### config.mk
export PLATFORM = sky130hd
export DESIGN_NAME = final_adder_seq
export DESIGN_NICKNAME = d
export VERILOG_FILES = /design/src/rtl/final_adder_seq.sv
export SDC_FILE = /design/constraint.sdc
export NUM_CORES = 1
export LEC_CHECK = 0
export ABC_AREA = 1
export CAP_MARGIN = 30
export CORE_MARGIN = 10
export CORE_UTILIZATION = 39
export CTS_CLUSTER_SIZE = 25
export DETAILED_ROUTE_END_ITERATION = 7
export GPL_TIMING_DRIVEN = 0
export RECOVER_POWER = 50
export SETUP_SLACK_MARGIN = 0.15
export SLEW_MARGIN = 30
export SYNTH_ARGS = -nofsm -noshare
export SYNTH_HDL_FRONTEND = slang
export SYNTH_SLANG_ARGS = --single-unit
### constraint.sdc
create_clock -name clk -period 3.6 [get_ports clk]
set_clock_uncertainty 0.2 [all_clocks]
set_input_delay 0.36 -clock clk [delete_from_list [all_inputs] [get_ports clk]]
set_output_delay 0.36 -clock clk [all_outputs]
set_load 0.02 [all_outputs]
### src/rtl/final_adder_seq.sv
// final_adder_seq: chunk-serial carry-propagate adder that turns the two
// carry-save rows of the approximate 6x6 multiplier into the final product.
// Optional feature macro: APPROX_BIAS_EN adds the BIAS compensation constant
// as a third operand and saturates the product on overflow.
module final_adder_seq #(
  parameter int unsigned WIDTH = 11,
  parameter int unsigned CHUNK = 4
`ifdef APPROX_BIAS_EN
  ,
  parameter logic [WIDTH-1:0] BIAS = WIDTH'(3)
`endif
) (
  input  logic             clk,
  input  logic             rst,
  input  logic             in_valid,
  output logic             in_ready,
  input  logic [WIDTH-1:0] in_row0,
  input  logic [WIDTH-1:0] in_row1,
  output logic             out_valid,
  input  logic             out_ready,
  output logic [WIDTH:0]   out_prod,
  output logic             out_sat,
  output logic             busy
);

  localparam int unsigned NCHUNK = (WIDTH + CHUNK - 1) / CHUNK;
  localparam int unsigned PADW   = NCHUNK * CHUNK;
  localparam int unsigned PW     = WIDTH + 1;
`ifdef APPROX_BIAS_EN
  localparam int unsigned CW     = 2;
  localparam logic [PADW-1:0] BIAS_PAD = PADW'(BIAS);
`else
  localparam int unsigned CW     = 1;
`endif
  localparam int unsigned SW     = CHUNK + CW;
  localparam int unsigned FW     = PADW + CW;
  localparam int unsigned IW     = (NCHUNK > 1) ? $clog2(NCHUNK) : 1;

  typedef enum logic [1:0] {
    S_IDLE,
    S_ADD,
    S_DONE
  } state_t;

  state_t          state_q, state_d;
  logic [IW-1:0]   idx_q, idx_d;
  logic [CW-1:0]   carry_q, carry_d;
  logic [PADW-1:0] acc_q, acc_d;
  logic [PADW-1:0] row0_q, row0_d;
  logic [PADW-1:0] row1_q, row1_d;
  logic [PW-1:0]   prod_d;
  logic            sat_d;
  logic            in_ready_d;
  logic            out_valid_d;
  logic            busy_d;
  logic [SW-1:0]   chunk_sum;
  logic [FW-1:0]   full_sum;

  // State, datapath and registered outputs; rows are zero-padded to whole chunks
  always_ff @(posedge clk) begin
    if (rst) begin
      state_q   <= S_IDLE;
      idx_q     <= '0;
      carry_q   <= '0;
      acc_q     <= '0;
      row0_q    <= '0;
      row1_q    <= '0;
      in_ready  <= 1'b1;
      out_valid <= 1'b0;
      out_prod  <= '0;
      out_sat   <= 1'b0;
      busy      <= 1'b0;
    end else begin
      state_q   <= state_d;
      idx_q     <= idx_d;
      carry_q   <= carry_d;
      acc_q     <= acc_d;
      row0_q    <= row0_d;
      row1_q    <= row1_d;
      in_ready  <= in_ready_d;
      out_valid <= out_valid_d;
      out_prod  <= prod_d;
      out_sat   <= sat_d;
      busy      <= busy_d;
    end
  end

  // Next state, one chunk addition per ADD cycle, and next registered outputs
  always_comb begin
    state_d  = state_q;
    idx_d    = idx_q;
    carry_d  = carry_q;
    acc_d    = acc_q;
    row0_d   = row0_q;
    row1_d   = row1_q;
    prod_d   = out_prod;
    sat_d    = out_sat;
    full_sum = '0;

    chunk_sum = SW'(row0_q[idx_q*CHUNK +: CHUNK])
              + SW'(row1_q[idx_q*CHUNK +: CHUNK])
`ifdef APPROX_BIAS_EN
              + SW'(BIAS_PAD[idx_q*CHUNK +: CHUNK])
`endif
              + SW'(carry_q);

    case (state_q)
      S_IDLE: begin
        if (in_valid && in_ready) begin
          row0_d  = PADW'(in_row0);
          row1_d  = PADW'(in_row1);
          idx_d   = '0;
          carry_d = '0;
          state_d = S_ADD;
        end
      end
      S_ADD: begin
        acc_d[idx_q*CHUNK +: CHUNK] = chunk_sum[CHUNK-1:0];
        carry_d = CW'(chunk_sum >> CHUNK);
        if (idx_q == IW'(NCHUNK - 1)) begin
          // Padding bits are zero, so {carry, acc} is the exact sum
          full_sum = {carry_d, acc_d};
`ifdef APPROX_BIAS_EN
          if (|full_sum[FW-1:PW]) begin
            prod_d = '1;
            sat_d  = 1'b1;
          end else begin
            prod_d = PW'(full_sum);
            sat_d  = 1'b0;
          end
`else
          prod_d = PW'(full_sum);
          sat_d  = 1'b0;
`endif
          state_d = S_DONE;
        end else begin
          idx_d = idx_q + IW'(1);
        end
      end
      S_DONE: begin
        if (out_ready) begin
          state_d = S_IDLE;
        end
      end
      default: begin
        state_d = S_IDLE;
      end
    endcase

    in_ready_d  = (state_d == S_IDLE);
    out_valid_d = (state_d == S_DONE);
    busy_d      = (state_d != S_IDLE);
  end

endmodule

==> out/metrics.cfg, run 1 <==
[status]
status=completed

[min_path]
whs_path_depth=4
hold_path_class=input port to register

[yosys]
seq_area_frac_synth_pct=41.9
syn_area_per_cell_sq_um=7.58
ys_ff_latch=54
synth.distinct_cells=29
synth.cell_area_sq_um=2580
synth_edf_count=0
syn_inst=340
synthFlopType=dfxtp_1
yosys_warnings=0
synthArstFlopShare_pct=0
synth_fp_nets=376

[setup_path]
r2r_cells=13
path_class=register to register
path_max_fanout=11
crit_path_start_kind=register
crit_arrival_ns=3.10
end_kind=register
crit_required_ns=3.65

[clock_network]
ctsResizeCount=0
numClockSinks=54
cts.clk_slew.worst_paths_ns=0.10
clock_path_buffers=2
htree_levels=2
cts_tree=done
clockRootBuffer=clkbuf_8
post-cts-setup-buffers=0
clock_latency_ns=0.31
cts_buffers=5
cts_hold_buf=0

[sta]
fmax_ghz=0.329
postLayoutSetupSlackWorst_ns=0.557
hold_violations=0
tightest_slew_ns=0.731
fin_setup_tns_ns=0
finalCriticalPeriod_ns=3.04
drv_slew=0
rsz0062_at_grt=no
holdWs_ns=0.205
setup_viol=0
max_slew_margin_pct=50.9
period_share_pct=84.5

[global_route]
grt_pass1_vias=2226
busiest_layer=met2
grt_use_met2_pct=19.8
use_met3_pct=3.06
grt_overflow_total=0
antenna_found_initial=0
grt_pass1_wl_microns=10100
use_met1_pct=14.4
grt_use_total_pct=11.9
grt_start_max_net_pins=17

[floorplanning]
fp.dieH_microns=101
coreArea_sq_um=6390
start_util_pct=40.4
io_pins=42
core.rowCount=29
die_w_microns=101
die_area_sq_um=10300

[place]
place_ws_ns=0.589
io_buffers=39
gp_congestion=0.821
hpwl_microns=4440

[power_and_ir_drop]
leakagePower_nw=1.48
p_per_area_nw_per_um2=434
max-vdd-ir-drop_uv=231
p_total_mw=1.36

[routing]
viasPerCell=4.84
firstDrtPassIters=4
wl_microns=6030
dr.first_iter.drc_count=82
wl_per_cell_microns=13.0
drc=0
ant_nets=0
dr_total_vias=2247

[finish]
area_growth_pct=21.8
multiInputGateArea_sq_um=1170
regArea_sq_um=1080
n_fill_cell=677
drive_gt1_share_pct=10.3
antenna_cells=0
nets=422

[job]
max_cap_violations=0

## layer usage
layer  vias up  share of wire, %  routed length [microns]
li1       1184                 -                        -
met1      1017                47                     2850
met2        40                47                     2850
met3         6               3.9                      238
met4         0               1.6                       94
met5         -                 0                        0
## synthesized netlist by cell type (all sizes together), types with 6 or more instances
cell type,n,area (sq um)
nor2,65,246
o21ai,60,304
dfxtp,54,1080
inv,52,198
nand2,23,88.8
a21oi,16,125
nand3,16,80.1
buf,11,91.3
ha,8,100
clkbuf,7,26.3
o21a,7,52.6
o22ai,6,37.5
## cell usage in the layout, fill, tap and decap left out
cell type / n
dlygate4sd3_1: 14
nor2_2: 1
o211ai_1: 2
clkbuf_1: 8
ha_1: 8
clkdlybuf4s50_1: 25
a21oi_1: 4
o21a_1: 7
buf_6: 5
clkbuf_8: 5
fa_1: 2
inv_2: 4
inv_4: 1
nand2_1: 22
o21ai_0: 47
buf_4: 2
clkinv_2: 1
a21oi_2: 12
clkinv_1: 1
conb_1: 1
nand3_1: 16
nor2_1: 64
o22ai_1: 6
dfxtp_1: 54
nand4_1: 2
buf_2: 4
o21ai_1: 12
a211oi_2: 1
clkinv_4: 1
inv_1: 46
nor3_1: 1
o21ai_2: 1
o21bai_1: 5
nand2_2: 1
nor3_2: 1
## critical path: stages (launching register included)
cell      delay, ns
dfxtp_1        0.36
clkbuf_1       0.33
inv_1          0.27
o21ai_0        0.13
o21ai_0        0.13
fa_1           0.44
fa_1           0.39
nand2_1        0.08
inv_1          0.05
nor2_1         0.16
nand2_1        0.10
o22ai_1        0.20
o21ai_1        0.09
inv_1          0.05
## state kept, by name, indices dropped and copies added (netlist names)
signal     count
acc_q         12
out_prod      12
row0_q        11
row1_q        11
idx_q          2
state_q        2
busy           1
carry_q        1
in_ready       1
out_valid      1
## final timing paths
path	start	to	slack [ns]
setup / recovery	idx_q[1]$_SDFFE_PP0P_	acc_q[10]$_SDFFE_PP0P_	0.56
hold / removal	rst	acc_q[5]$_SDFFE_PP0P_	0.21
setup reg to reg	idx_q[1]$_SDFFE_PP0P_	acc_q[10]$_SDFFE_PP0P_	0.56
hold reg to reg	row0_q[6]$_SDFFE_PP0P_	row0_q[6]$_SDFFE_PP0P_	0.31
## per-stage QoR
stage	instances	util, %	cell area (sq um)
final	464	49.2	3140
after detailed placement	456	48.0	3070
after CTS	464	49.4	3150
after global placement	456	48.0	3070
after global routing	464	49.2	3140
after floorplan	340	-	2580
## final cells by class
class	instances	share of cell area, %
Clock inverter	2	0.438
Timing Repair Buffer	39	12.4
Clock buffer	6	2.31
Inverter	52	6.29
Tap cell	77	3.07
Sequential cell	54	34.4
Buffer	18	3.75
Multi-Input combinational cell	216	37.3
## power by group
group          internal (mW)  switching (mW)
logic                  0.139           0.216
clock network          0.138           0.198
registers              0.649          0.0221
## cells by family after synthesis
| family | Yosys count | share of synthesized area (%) |
|---|---|---|
| other cells | 1 | 0.145 |
| buf+inv | 70 | 12.2 |
| flops | 54 | 41.9 |
| fa+ha+maj | 10 | 5.43 |
| compound gates | 97 | 22.7 |
| simple gates | 108 | 17.6 |
Note: power is estimated with default switching activity, not from simulation.
==> inputs of run 2 (changes only) <==
==> constraint.sdc (replaced) <==
create_clock -name clk -period 3.2 [get_ports clk]
set_clock_uncertainty 0.2 [all_clocks]
set_input_delay 0.32 -clock clk [delete_from_list [all_inputs] [get_ports clk]]
set_output_delay 0.32 -clock clk [all_outputs]
set_load 0.02 [all_outputs]
==> run 2 against run 1 <==
Compared with the run above:
- final area rose by 1.2%
- fmax rose by 9.1%
- critical endpoint unchanged
- global-route usage did not move
- setup slack got worse by 0.15 ns
- sequential share of layout area fell by 0.39 points
- power rose by 13%
- clock-buffer cell count did not move
- clock power rose by 12%
- combinational power rose by 15%
- via count rose by 0.89%
- cell count rose by 0.43%
- die area did not move
- largest power group unchanged
==> out/metrics.cfg, run 2 (synthesis gave the netlist of run 1 again) <==
[power_and_ir_drop]
p_per_area_nw_per_um2=484  ; +12%
switching_power_uw=493  ; +13%
p_int_mw=1.05  ; +13%
switching_share_pct=32.1  ; about the same
pwr-share-comb_pct=26.5  ; +0.4 points
p_clk_share_pct=24.4  ; -0.3 points
p_total_mw=1.54  ; +13%
max-vdd-ir-drop_uv=261  ; +13%
seqPwrFrac_pct=49.1  ; -0.2 points
leakagePower_nw=1.50  ; +1.0%

[sta]
drv_slew=0  ; unchanged
rsz0062_at_grt=no
fin_setup_tns_ns=0  ; unchanged
fmax_ghz=0.358  ; +9.1%
tightest_slew_ns=0.739  ; +0.00722 ns
period_share_pct=87.2  ; +2.7 points
finalCriticalPeriod_ns=2.79  ; -0.253 ns
max_slew_margin_pct=50.4  ; -0.48 points
hold_violations=0  ; unchanged
setup_viol=0  ; unchanged
postLayoutSetupSlackWorst_ns=0.410  ; -0.147 ns

[setup_path]
crit_path_start_kind=register
crit_arrival_ns=2.84  ; -0.26 ns
path_class=register to register
r2r_slack_ns=0.41  ; -0.15 ns
reg2reg_to=acc_q[10]$_SDFFE_PP0P_
r2r_start=idx_q[1]$_SDFFE_PP0P_
crit_required_ns=3.25  ; -0.40 ns
path_max_fanout=8  ; -3
end_kind=register
r2r_cells=13  ; unchanged

[finish]
stdcell_count=466  ; +0.43%
n_fill_cell=681  ; +0.59%
area_growth_pct=23.2
final_common_cell=nor2_1
antenna_cells=0  ; unchanged
reg_top3=acc_q x12, out_prod x12
nets=424  ; +0.47%
multiInputGateArea_sq_um=1180  ; +1.1%
regArea_sq_um=1080  ; unchanged
drive_gt1_share_pct=12.1  ; +1.7 points
mostFrequentLayoutCells=nor2_1 (64), dfxtp_1 (54), o21ai_0 (47)

[routing]
dr_total_vias=2267  ; +0.89%
firstDrtPassIters=4  ; unchanged
drc=0  ; unchanged
ant_nets=0  ; unchanged
viasPerCell=4.86  ; +0.46%
wl_per_cell_microns=13.0  ; -0.13%
wl_microns=6050  ; +0.30%
dr.first_iter.drc_count=71  ; -13%

[global_route]
grt_use_total_pct=11.9  ; unchanged
antenna_found_initial=0  ; unchanged
grt_pass1_vias=2226  ; unchanged
grt_overflow_total=0  ; unchanged
grt_start_max_net_pins=17  ; unchanged
grt_pass1_wl_microns=10100  ; unchanged

[clock_network]
clock_latency_ns=0.31  ; about the same
cts.clk_slew.worst_paths_ns=0.10  ; about the same
numClockSinks=54  ; unchanged
clock_path_buffers=2  ; unchanged
clockRootBuffer=clkbuf_8
cts_tree=done
cts_buffers=5  ; unchanged
htree_levels=2  ; unchanged

[place]
place_ws_ns=0.189  ; -0.400 ns
io_buffers=39  ; unchanged
hpwl_microns=4440  ; unchanged
dp_cells=456  ; unchanged
gp_congestion=0.821  ; unchanged

[floorplanning]
die_w_microns=101  ; unchanged
io_pins=42  ; unchanged
core.rowCount=29  ; unchanged
fp.dieH_microns=101  ; unchanged
coreArea_sq_um=6390  ; unchanged
die_area_sq_um=10300  ; unchanged
start_util_pct=40.4  ; unchanged

[min_path]
whs_path_depth=4  ; unchanged
hold_path_class=input port to register
hp-start=rst
whs_endpoint=acc_q[5]$_SDFFE_PP0P_

[job]
max_cap_violations=0  ; unchanged

[status]
status=completed

[run 2: critical path: stages, from the launching register on]
cell and delay (ns):
dfxtp_1 0.36, clkbuf_4 0.22, clkinvlp_4 0.17, o21ai_0 0.10
o21ai_0 0.13, fa_1 0.44, fa_1 0.39, nand2_1 0.08
inv_1 0.05, nor2_1 0.18, nand2_1 0.14, o22ai_2 0.15
o21ai_1 0.08, inv_1 0.05
[run 2: area by class of cell]
type	instances	share of cell area, %
Sequential cell	54	34.0
Inverter	52	6.34
Clock buffer	6	2.28
Timing Repair Buffer	41	12.8
Tap cell	77	3.03
Buffer	18	3.86
Clock inverter	2	0.433
Multi-Input combinational cell	216	37.3
[run 2: routing by layer]
layer | global-route usage (%) | wire [microns] | vias to the layer above
li1 | - | - | 1188
met4 | 4.61 | 94 | 0
met2 | 19.8 | 2840 | 39
met3 | 3.06 | 242 | 6
met5 | 0 | 0 | -
met1 | 14.4 | 2880 | 1034
[run 2: metrics by stage]
stage	util [%]	hold WS [ns]	area, sq um
3_5_place_dp	48.0	0.291	3070
6_report	49.7	0.166	3180
2_1_floorplan	-	0.255	2580
3_3_place_gp	48.0	0.287	3070
4_1_cts	49.4	0.156	3150
5_1_grt	49.7	0.191	3180
[run 2: worst max-delay path by stage]
stage,start,to,cells past startpoint
6_report,idx_q[1]$_SDFFE_PP0P_,acc_q[10]$_SDFFE_PP0P_,13
5_1_grt,idx_q[1]$_SDFFE_PP0P_,out_prod[6]$_SDFFE_PP0P_,13
4_1_cts,idx_q[1]$_SDFFE_PP0P_,out_prod[10]$_SDFFE_PP0P_,13
3_5_place_dp,idx_q[1]$_SDFFE_PP0P_,out_prod[10]$_SDFFE_PP0P_,13
3_3_place_gp,idx_q[1]$_SDFFE_PP0P_,out_prod[10]$_SDFFE_PP0P_,13
2_1_floorplan,idx_q[1]$_SDFFE_PP0P_,out_prod[10]$_SDFFE_PP0P_,13
[run 2: repair_timing]
action | in CTS | in global routing
resized for setup | 0 | 10
setup endpoints to repair | 0 | 11
setup buffers | 0 | 2
hold buffers | 0 | 0
[run 2: power groups by stage]
stage | registers (mW) | clock network [mW] | logic (mW)
floorplan | 0.771 | 0 | 0.281
global placement | 0.770 | 0 | 0.397
detailed placement | 0.772 | 0 | 0.402
CTS | 0.756 | 0.393 | 0.404
global route | 0.762 | 0.412 | 0.465
finish | 0.755 | 0.376 | 0.408
